$ cat src/rtl/border_packet_framer.sv
// border_packet_framer
//   Store-and-forward packetiser between the chain-code encoder and the UART
//   transmitter. It latches the object start point, buffers the chain-code
//   stream, latches area/perimeter/error when the encoder finishes, and then
//   emits one framed, tagged, checksummed byte packet, one byte per UART
//   handshake.
//
//   Packet: SOF 00 | X {1,nib}*NC | Y {2,nib}*NC | codes {01010,code}*n |
//           area {6,nib}*NA | perim {9,nib}*NP | status {B,00,ovf,err} |
//           cs hi {C,cs[7:4]} | cs lo {D,cs[3:0]} | EOF FF
//   cs is the XOR of every byte from the first X byte through the status byte.
//   Tags keep 0x00 and 0xFF exclusive to SOF and EOF.
//
// Ports
//   Clk, reset    clock, asynchronous active-high reset
//   start_in      pulse: new object, latch start_x/start_y (IDLE only)
//   start_x/y     object start column/row
//   code_valid    chain code present this cycle
//   code          chain code 0..7
//   code_ready    high while collecting codes
//   done_in       pulse: encoder finished, latch area/perimeter/enc_error
//   area          object area
//   perimeter     object perimeter
//   enc_error     encoder error flag
//   tx_start      one-cycle pulse, tx_data holds the byte to send
//   tx_data       byte to UART
//   tx_done       pulse: UART finished the current byte
//   busy          framer is not idle
//   overflow      sticky per packet: at least one code was dropped
//   code_count    codes stored for the current object
//   pkt_sent      one-cycle pulse after the EOF byte completes
//
// state   | meaning
// --------+--------------------------------------------------------------
// S_IDLE    | waiting for start_in; done_in/code_valid ignored
// S_COLLECT | buffering codes until done_in
// S_SEND    | present the current packet byte and pulse tx_start
// S_WAIT    | wait for tx_done, then advance to the next byte or finish

module border_packet_framer #(
  parameter int COORD_W   = 6,
  parameter int AREA_W    = 12,
  parameter int PERIM_W   = 8,
  parameter int MAX_CODES = 256,
  parameter int CNT_W     = $clog2(MAX_CODES + 1)
) (
  input  logic               Clk,
  input  logic               reset,
  input  logic               start_in,
  input  logic [COORD_W-1:0] start_x,
  input  logic [COORD_W-1:0] start_y,
  input  logic               code_valid,
  input  logic [2:0]         code,
  output logic               code_ready,
  input  logic               done_in,
  input  logic [AREA_W-1:0]  area,
  input  logic [PERIM_W-1:0] perimeter,
  input  logic               enc_error,
  output logic               tx_start,
  output logic [7:0]         tx_data,
  input  logic               tx_done,
  output logic               busy,
  output logic               overflow,
  output logic [CNT_W-1:0]   code_count,
  output logic               pkt_sent
);

  localparam int NC = (COORD_W + 3) / 4;
  localparam int NA = (AREA_W + 3) / 4;
  localparam int NP = (PERIM_W + 3) / 4;
  localparam int CW = NC * 4;
  localparam int AW = NA * 4;
  localparam int PW = NP * 4;

  localparam int ADDR_W = (MAX_CODES > 1) ? $clog2(MAX_CODES) : 1;
  localparam int NMAX_AP = (NA > NP) ? NA : NP;
  localparam int NMAX = (NC > NMAX_AP) ? NC : NMAX_AP;
  localparam int NIB_W = $clog2(NMAX + 1);
  // One pointer walks both nibble fields and the code buffer.
  localparam int IDX_W = (CNT_W > NIB_W) ? CNT_W : NIB_W;

  typedef enum logic [1:0] {
    S_IDLE,
    S_COLLECT,
    S_SEND,
    S_WAIT
  } state_t;

  typedef enum logic [3:0] {
    SEC_SOF,
    SEC_X,
    SEC_Y,
    SEC_CODES,
    SEC_AREA,
    SEC_PERIM,
    SEC_STATUS,
    SEC_CS_HI,
    SEC_CS_LO,
    SEC_EOF
  } sec_t;

  state_t           state;
  sec_t             sec;
  sec_t             sec_nxt;
  logic [IDX_W-1:0] idx;
  logic [IDX_W-1:0] idx_nxt;

  logic [CW-1:0]    x_q;
  logic [CW-1:0]    y_q;
  logic [AW-1:0]    area_q;
  logic [PW-1:0]    perim_q;
  logic             err_q;
  logic [7:0]       cs;

  logic [2:0]       code_mem [MAX_CODES];
  logic             code_wr;
  logic             buf_full;

  logic [3:0]       x_nib;
  logic [3:0]       y_nib;
  logic [3:0]       a_nib;
  logic [3:0]       p_nib;
  logic [7:0]       cur_byte;

  assign buf_full = (code_count == CNT_W'(MAX_CODES));
  assign code_wr  = (state == S_COLLECT) && code_valid && !buf_full;

  // Code buffer carries no reset so it can map onto RAM.
  always_ff @(posedge Clk) begin
    if (code_wr) begin
      code_mem[code_count[ADDR_W-1:0]] <= code;
    end
  end

  // Nibble of each field selected by idx, MSB nibble first.
  always_comb begin
    x_nib = 4'h0;
    y_nib = 4'h0;
    a_nib = 4'h0;
    p_nib = 4'h0;
    for (int i = 0; i < NC; i++) begin
      if (idx == IDX_W'(i)) begin
        x_nib = x_q[4*(NC-1-i) +: 4];
        y_nib = y_q[4*(NC-1-i) +: 4];
      end
    end
    for (int i = 0; i < NA; i++) begin
      if (idx == IDX_W'(i)) begin
        a_nib = area_q[4*(NA-1-i) +: 4];
      end
    end
    for (int i = 0; i < NP; i++) begin
      if (idx == IDX_W'(i)) begin
        p_nib = perim_q[4*(NP-1-i) +: 4];
      end
    end
  end

  always_comb begin
    cur_byte = 8'h00;
    case (sec)
      SEC_SOF:    cur_byte = 8'h00;
      SEC_X:      cur_byte = {4'h1, x_nib};
      SEC_Y:      cur_byte = {4'h2, y_nib};
      SEC_CODES:  cur_byte = {5'b01010, code_mem[idx[ADDR_W-1:0]]};
      SEC_AREA:   cur_byte = {4'h6, a_nib};
      SEC_PERIM:  cur_byte = {4'h9, p_nib};
      SEC_STATUS: cur_byte = {4'hB, 2'b00, overflow, err_q};
      SEC_CS_HI:  cur_byte = {4'hC, cs[7:4]};
      SEC_CS_LO:  cur_byte = {4'hD, cs[3:0]};
      SEC_EOF:    cur_byte = 8'hFF;
      default:    cur_byte = 8'h00;
    endcase
  end

  // Next packet position. The code section is skipped when no code was stored.
  always_comb begin
    sec_nxt = sec;
    idx_nxt = idx + IDX_W'(1);
    case (sec)
      SEC_SOF: begin
        sec_nxt = SEC_X;
        idx_nxt = '0;
      end
      SEC_X: begin
        if (idx == IDX_W'(NC - 1)) begin
          sec_nxt = SEC_Y;
          idx_nxt = '0;
        end
      end
      SEC_Y: begin
        if (idx == IDX_W'(NC - 1)) begin
          sec_nxt = (code_count == '0) ? SEC_AREA : SEC_CODES;
          idx_nxt = '0;
        end
      end
      SEC_CODES: begin
        if ((idx + IDX_W'(1)) == IDX_W'(code_count)) begin
          sec_nxt = SEC_AREA;
          idx_nxt = '0;
        end
      end
      SEC_AREA: begin
        if (idx == IDX_W'(NA - 1)) begin
          sec_nxt = SEC_PERIM;
          idx_nxt = '0;
        end
      end
      SEC_PERIM: begin
        if (idx == IDX_W'(NP - 1)) begin
          sec_nxt = SEC_STATUS;
          idx_nxt = '0;
        end
      end
      SEC_STATUS: begin
        sec_nxt = SEC_CS_HI;
        idx_nxt = '0;
      end
      SEC_CS_HI: begin
        sec_nxt = SEC_CS_LO;
        idx_nxt = '0;
      end
      SEC_CS_LO: begin
        sec_nxt = SEC_EOF;
        idx_nxt = '0;
      end
      default: begin
        sec_nxt = sec;
        idx_nxt = idx;
      end
    endcase
  end

  always_ff @(posedge Clk or posedge reset) begin
    if (reset) begin
      state      <= S_IDLE;
      sec        <= SEC_SOF;
      idx        <= '0;
      x_q        <= '0;
      y_q        <= '0;
      area_q     <= '0;
      perim_q    <= '0;
      err_q      <= 1'b0;
      cs         <= 8'h00;
      tx_start   <= 1'b0;
      tx_data    <= 8'h00;
      code_ready <= 1'b0;
      busy       <= 1'b0;
      overflow   <= 1'b0;
      code_count <= '0;
      pkt_sent   <= 1'b0;
    end else begin
      tx_start <= 1'b0;
      pkt_sent <= 1'b0;
      case (state)
        S_IDLE: begin
          if (start_in) begin
            x_q        <= CW'(start_x);
            y_q        <= CW'(start_y);
            code_count <= '0;
            overflow   <= 1'b0;
            cs         <= 8'h00;
            sec        <= SEC_SOF;
            idx        <= '0;
            code_ready <= 1'b1;
            busy       <= 1'b1;
            state      <= S_COLLECT;
          end
        end
        S_COLLECT: begin
          // A code arriving with done_in is still stored: count updates here
          // and the packet is built from the updated count in SEND.
          if (code_valid) begin
            if (buf_full) begin
              overflow <= 1'b1;
            end else begin
              code_count <= code_count + CNT_W'(1);
            end
          end
          if (done_in) begin
            area_q     <= AW'(area);
            perim_q    <= PW'(perimeter);
            err_q      <= enc_error;
            code_ready <= 1'b0;
            state      <= S_SEND;
          end
        end
        S_SEND: begin
          tx_data  <= cur_byte;
          tx_start <= 1'b1;
          if (sec inside {SEC_X, SEC_Y, SEC_CODES, SEC_AREA, SEC_PERIM, SEC_STATUS}) begin
            cs <= cs ^ cur_byte;
          end
          state <= S_WAIT;
        end
        S_WAIT: begin
          if (tx_done) begin
            if (sec == SEC_EOF) begin
              pkt_sent <= 1'b1;
              busy     <= 1'b0;
              state    <= S_IDLE;
            end else begin
              sec   <= sec_nxt;
              idx   <= idx_nxt;
              state <= S_SEND;
            end
          end
        end
        default: begin
          state <= S_IDLE;
        end
      endcase
    end
  end

endmodule
$ cat config.mk
export PLATFORM = sky130hd
export DESIGN_NAME = border_packet_framer
export DESIGN_NICKNAME = d
export VERILOG_FILES = /design/src/rtl/border_packet_framer.sv
export SDC_FILE = /design/constraint.sdc
export NUM_CORES = 1
export LEC_CHECK = 0
export BUFFER_PORTS_ARGS = -buffer_cell sky130_fd_sc_hd__buf_2
export CAP_MARGIN = 10
export CORE_MARGIN = 2
export CORE_UTILIZATION = 50
export CTS_CLUSTER_DIAMETER = 120
export DETAILED_ROUTE_END_ITERATION = 12
export GPL_TIMING_DRIVEN = 0
export PLACE_DENSITY = 0.66
export SETUP_SLACK_MARGIN = 0.4
export SLEW_MARGIN = 0
export SYNTH_ARGS = -nofsm -noshare
export SYNTH_HDL_FRONTEND = slang
export SYNTH_SLANG_ARGS = --single-unit
$ cat constraint.sdc
create_clock -name Clk -period 3.45 [get_ports Clk]
set_input_delay 0.5175 -clock Clk [delete_from_list [all_inputs] [get_ports Clk]]
set_output_delay 0.5175 -clock Clk [all_outputs]
set_load 0.005 [all_outputs]
==> results of run 1 <==
## through the flow
step           cell area [um2]  cells  power [mW]
4_1_cts                  41000   3269        28.5
2_1_floorplan            35100   2051        15.9
6_report                 41400   3283        28.8
5_1_grt                  41400   3282        29.6
3_5_place_dp             36700   3059        18.4
3_3_place_gp             36600   3054        18.4
## report_power, final
group | switching [mW] | internal, mW
logic | 4.33 | 3.45
registers | 0.263 | 11.5
clock network | 4.03 | 5.22
total | 8.63 | 20.2
## kinds of logic after synthesis
logic type      share of synthesized area
fa+ha+maj                         0.00285
buf+inv                            0.0224
flops                               0.713
simple gates                       0.0706
mux                                 0.151
xor+xnor                          0.00649
compound gates                     0.0331
## repair_timing
item / 4_1_cts / 5_1_grt
pin swaps: 28 / 20
buffers inserted: 52 / 13
resized for setup: 295 / 61
hold endpoints to repair: 28 / 0
endpoints found under the setup margin: 786 / 322
hold buffers: 1 / 0
## cell type report
| type | count | area, um2 | share of cell area |
|---|---|---|---|
| clock buffers | 103 | 2260 | 0.0546 |
| multi-input cells | 1055 | 9920 | 0.240 |
| repair buffers | 134 | 1100 | 0.0265 |
| inverters | 15 | 82.6 | 0.00200 |
| plain buffers | 135 | 1300 | 0.0315 |
| clock inverters | 54 | 499 | 0.0121 |
| well taps | 940 | 1180 | 0.0284 |
| diodes | 1 | 2.50 | 0.0000605 |
| flip-flops and latches | 846 | 25000 | 0.605 |
## critical path: stages, from the launching register on
cell	delay (ps)
dfrtp_1	490
clkbuf_2	340
clkbuf_4	420
buf_4	340
o21ai_0	190
a311oi_2	360
o2bb2ai_1	130
a221oi_2	350
o21ai_2	170
a21oi_2	200
xnor2_1	130
nor2_1	50
## per-layer routing
metal,GRT usage,vias to the layer above,share of wire
met3,0.0802,300,0.11
met2,0.458,1442,0.46
li1,-,8479,-
met4,0.143,0,0.050
met5,0,-,0
met1,0.400,10900,0.38
## placed cells by master, fill, tap and decap left out, types with 8 or more instances in the layout
cell type,Yosys,final
buf_16,0,12
nand4_1,9,9
mux4_2,201,201
o22ai_1,16,15
nand2b_1,12,12
xnor2_1,15,14
clkbuf_2,0,9
buf_4,10,59
o211ai_1,8,8
clkbuf_8,0,14
nor2_2,0,31
clkbuf_4,0,14
buf_8,1,16
buf_12,2,15
o21ai_0,34,26
nor3_1,20,15
mux2i_1,37,29
nor2b_1,21,16
clkbuf_16,0,88
nand3_1,40,27
nand3_4,0,11
a22oi_1,21,18
mux2_2,35,35
buf_6,15,23
o21ai_1,2,9
clkinv_2,0,18
xor2_1,11,10
nand2_1,120,116
dfrtp_1,78,75
buf_2,22,62
inv_1,12,10
clkinv_1,1,20
a21oi_1,23,20
edfxtp_1,768,768
nor2_1,316,281
clkbuf_1,76,53
## sequential cells by signal (all words and copies together) (netlist names)
name        cells
code_mem      768
area_q         12
code_count      9
idx             9
cs              8
perim_q         8
tx_data         8
x_q             6
y_q             6
sec             4
state           2
busy            1
code_ready      1
err_q           1
overflow        1
pkt_sent        1
tx_start        1
## worst min-delay path by stage
stage	cells after the start	slack, ps	startpoint	endpoint
2_1_floorplan	2	450	x_q[0]$_DFFE_PP0P_	x_q[0]$_DFFE_PP0P_
3_3_place_gp	2	450	tx_data[4]$_DFFE_PP0P_	tx_data[4]$_DFFE_PP0P_
3_5_place_dp	2	450	tx_data[4]$_DFFE_PP0P_	tx_data[4]$_DFFE_PP0P_
4_1_cts	3	50	start_x[0]	x_q[0]$_DFFE_PP0P_
5_1_grt	3	80	start_y[3]	y_q[3]$_DFFE_PP0P_
6_report	3	70	start_x[2]	x_q[2]$_DFFE_PP0P_
==> metrics.cfg, run 1 <==
[status]
status = finished, final reports clean

[synth]
yosys_warnings = 0
syn_avg_cell_area_um2 = 17.1
synthArstFlopShare = 0.0922
syn_inst = 2051
synth_top_area_frac = 0.658
yosysMostFrequentCell = edfxtp_1
ys_ff_latch = 846
synth-edff-count = 768
yosys.area.top_type = edfxtp_1
synth.distinct_cells = 71
syn-cell-area_um2 = 35100
seq_area_frac_synth = 0.713
synth.net_count = 2101
synthFlopType = edfxtp_1
synth_common_cells = 768 x edfxtp_1, 316 x nor2_1, 201 x mux4_2
synth_area_leaders = edfxtp_1 66%, mux4_2 13%, dfrtp_1 5.6%

[floorplan]
core_um2 = 69800
io_pins = 64
initial_core_util = 0.502
die_height_um = 269
die_x_um = 269
die-area_um2 = 72300
rows = 97

[power_and_ir_drop]
power.leakage_nw = 13.4
p_per_area_nw_per_um2 = 697
vdd_drop_max_mv = 0.471

[finish]
fin_nets = 2324
syn2layout_area_growth_pct = 17.9
fin_util = 0.593
fill_cells = 5124
drive_gt1_frac = 0.301

[place]
gp_congestion = 0.967
io_buffers = 63
dpl.hpwl_um = 67900
pre_cts_ws_ps = -1070

[setup_path]
reg2reg_slack_ps = 130
path_class = flop to flop
cp_max_fo = 10
cp-endpoint = cs[2]$_DFFE_PP0P_
r2r_end = cs[2]$_DFFE_PP0P_
start_kind = flop
rr_worst_depth = 11
critPathRequiredTime_ps = 3970
end_kind = flop
startpoint = idx[3]$_DFFE_PP0P_
crit_arrival_ps = 3830
rr_startpoint = idx[3]$_DFFE_PP0P_

[timing]
tns_ps = 0
finalMaxSlewViolations = 0
clock_skew_ps = 32.5
fin_crit_ps = 3320
rsz0062_at_grt = true
fmax_mhz = 302
worst_slack_ps = 134
setup_violations = 0
hold_violations = 0
max_slew.worst_pin.slew_ps = 816
fin_crit_sh = 0.961
holdWs_ps = 70.8
slew_headroom = 0.454

[clocking]
cts.sinks = 846
cts_root_buf = clkbuf_16
cts_tree = built
clkSlewWorstSetupHoldPaths_ps = 60
clockBufferDepth = 3
htreeDepth = 3
cts_buffers = 87
clk_latency_ps = 670

[global_route]
antenna_found_initial = 0
grt_pass1_wl_um = 150000
grt_max_degree = 171
grt_usage = 0.298
grt_pass1_vias = 20900
overflow = 0

[drt]
dr.first_iter.drc_count = 3022
drt_wl_total_um = 106000
via_count = 21100
wl_per_cell_um = 32.3
firstDrtPassIters = 5
viasPerCell = 6.43
drc_errors = 0
ant_nets = 0

[flow_run]
max_cap_viol_count = 0

[worst_hold_path]
hold_class = input pin to flop

No activity file was read; power rests on OpenSTA's default activity.
==> inputs of run 2 (changes only) <==
--- a/config.mk
+++ b/config.mk
@@ -6,13 +6,10 @@
 export NUM_CORES = 1
 export LEC_CHECK = 0
 export BUFFER_PORTS_ARGS = -buffer_cell sky130_fd_sc_hd__buf_2
-export CAP_MARGIN = 10
-export CORE_MARGIN = 2
-export CORE_UTILIZATION = 50
+export CORE_UTILIZATION = 30
 export CTS_CLUSTER_DIAMETER = 120
 export DETAILED_ROUTE_END_ITERATION = 12
 export GPL_TIMING_DRIVEN = 0
-export PLACE_DENSITY = 0.66
 export SETUP_SLACK_MARGIN = 0.4
 export SLEW_MARGIN = 0
 export SYNTH_ARGS = -nofsm -noshare
==> run 2 against run 1 <==
- clock power up 1%
- fmax decreased by 3.4%
- count of clock-buffer cells in the layout is 7 higher
- wire length rose by 2.7%
- sequential power barely moved
- worst setup slack worse by 120 ps
- largest cell class unchanged
- clock skew is 23 ps higher
==> metrics.cfg, run 2 (same netlist as run 1, synthesis figures left out) <==
[drt]
viasPerCell = 5.47
drt_wl_total_um = 109000
firstDrtPassIters = 5
dr.first_iter.drc_count = 3032
ant_nets = 0
wl_per_cell_um = 28.3
via_count = 21100
drc_errors = 0

[floorplan]
rows = 125
die_x_um = 344
core_um2 = 116000
initial_core_util = 0.302
die-area_um2 = 118000
io_pins = 64
die_height_um = 344

[power_and_ir_drop]
power_frac_seq = 0.406
power_frac_clock = 0.322
p_switching_mw = 8.88
p_per_area_nw_per_um2 = 692
vdd_drop_max_mv = 0.393
combPwrFrac = 0.272
intPower_mw = 20.2
switching_share = 0.306
power.leakage_nw = 13.4

[setup_path]
cp-endpoint = tx_data[2]$_DFFE_PP0P_
worst-path-stages = 12
crit_path_max_incr_delay_ps = 480
reg2reg_slack_ps = 20
path_class = flop to flop
critPathRequiredTime_ps = 4000
critPathSlowestCell = dfrtp_2
startpoint = idx[1]$_DFFE_PP0P_
cp_cell_sequence = buf_4, buf_8, buf_4, buf_6, mux2i_1, o211ai_1, o211ai_1, a221oi_2, o21ai_2, buf_4, buf_4, a31oi_1
path_buf_inv = 6
rr_worst_depth = 12
critPathMostFrequentCell = buf_4
start_kind = flop
end_kind = flop
cp_top_family = buffers and inverters
r2r_end = tx_data[2]$_DFFE_PP0P_
cp_max_fo = 10
rr_startpoint = idx[1]$_DFFE_PP0P_
crit_arrival_ps = 3990

[finish]
final_cell_mix = 768 x edfxtp_1, 295 x nor2_1, 201 x mux4_2, 117 x nand2_1, 90 x clkbuf_16
syn2layout_area_growth_pct = 19.7
antenna_cells = 0
fin_cells = 3849
fin_nets = 2304
fin_util = 0.362
drive_gt1_frac = 0.292
fill_cells = 10800
final_common_cell = edfxtp_1
largest_reg_flops = 768

[timing]
clock_skew_ps = 55.1
finalMaxSlewViolations = 0
slew_headroom = 0.295
rsz0062_at_grt = true
hold_violations = 0
fmax_mhz = 291
setup_violations = 0
fin_crit_sh = 0.995
fin_crit_ps = 3430
max_slew.worst_pin.slew_ps = 1050

[clocking]
cts_tree = built
cts.sinks = 846
cts_buffers = 88
clk_latency_ps = 670
clkSlewWorstSetupHoldPaths_ps = 70
clockBufferDepth = 3
htreeDepth = 3
cts_root_buf = clkbuf_16

[global_route]
grt_usage = 0.182
antenna_found_initial = 0
grt_max_degree = 173
grt_pass1_wl_um = 154000
grt_pass1_vias = 20900
overflow = 0

[status]
status = finished, final reports clean

[place]
dp_cells = 3643
dpl.hpwl_um = 71000
io_buffers = 63
gp_congestion = 0.959

[worst_hold_path]
hold_class = input pin to flop

[flow_run]
max_cap_viol_count = 0

run 2: stage by stage:
step / total power [mW] / hold WS (ps) / setup TNS (ps) / worst slack, ps / instance area (um2)
after floorplan: 15.9 / 446 / 0 / 472 / 35100
after global placement: 18.6 / 451 / -1266570 / -1360 / 37300
after detailed placement: 18.6 / 456 / -608850 / -1330 / 37400
after CTS: 28.7 / 63.1 / 0 / 114 / 41500
after global routing: 29.8 / 77.0 / 0 / 42.2 / 42000
final: 29.1 / 81.4 / 0 / 17.3 / 42000
run 2: worst min-delay path by stage:
| stage | startpoint | end | slack, ps | cells past startpoint |
|---|---|---|---|---|
| 6_report | start_x[4] | x_q[4]$_DFFE_PP0P_ | 80 | 3 |
| 5_1_grt | start_x[4] | x_q[4]$_DFFE_PP0P_ | 80 | 3 |
| 4_1_cts | start_x[4] | x_q[4]$_DFFE_PP0P_ | 60 | 3 |
| 3_5_place_dp | tx_data[4]$_DFFE_PP0P_ | tx_data[4]$_DFFE_PP0P_ | 460 | 2 |
| 3_3_place_gp | tx_data[4]$_DFFE_PP0P_ | tx_data[4]$_DFFE_PP0P_ | 450 | 2 |
| 2_1_floorplan | x_q[0]$_DFFE_PP0P_ | x_q[0]$_DFFE_PP0P_ | 450 | 2 |
run 2: layout make-up:
class                           instances  area [um2]  area share
Clock buffer                          110        2330      0.0554
Clock inverter                         51         507      0.0121
Multi-Input combinational cell       1055        9930       0.237
Sequential cell                       846       25000       0.596
Inverter                               15        81.3     0.00194
Tap cell                             1524        1910      0.0454
Buffer                                135        1330      0.0316
Timing Repair Buffer                  113         891      0.0212
run 2: timing repair:
item,CTS,global route
hold endpoints to repair,20,0
endpoints found under the setup margin,788,393
hold buffers,1,0
buffers inserted,33,11
pin swaps,22,30
gates resized for setup,254,101
run 2: power groups by stage:
| stage | combinational, mW | sequential (mW) | clock [mW] |
|---|---|---|---|
| floorplan | 4.01 | 11.9 | 0 |
| global placement | 6.54 | 12.0 | 0 |
| detailed placement | 6.60 | 12.0 | 0 |
| CTS | 7.49 | 11.8 | 9.43 |
| global route | 8.17 | 11.8 | 9.83 |
| finish | 7.91 | 11.8 | 9.36 |
run 2: worst min-delay path, stage by stage:
cell	delay [ps]
buf_2	80
nand2_1	40
nand2_1	50
run 2: metal layers:
metal  global-route usage  routed length (um)  vias to the layer above  part of all wire
li1                     -                   -                     8469                 -
met1                0.243               41900                    11000              0.39
met2                0.291               51100                     1388              0.47
met3               0.0385               11200                      254              0.10
met4               0.0704                4690                        0             0.043
met5                    0                   0                        -                 0
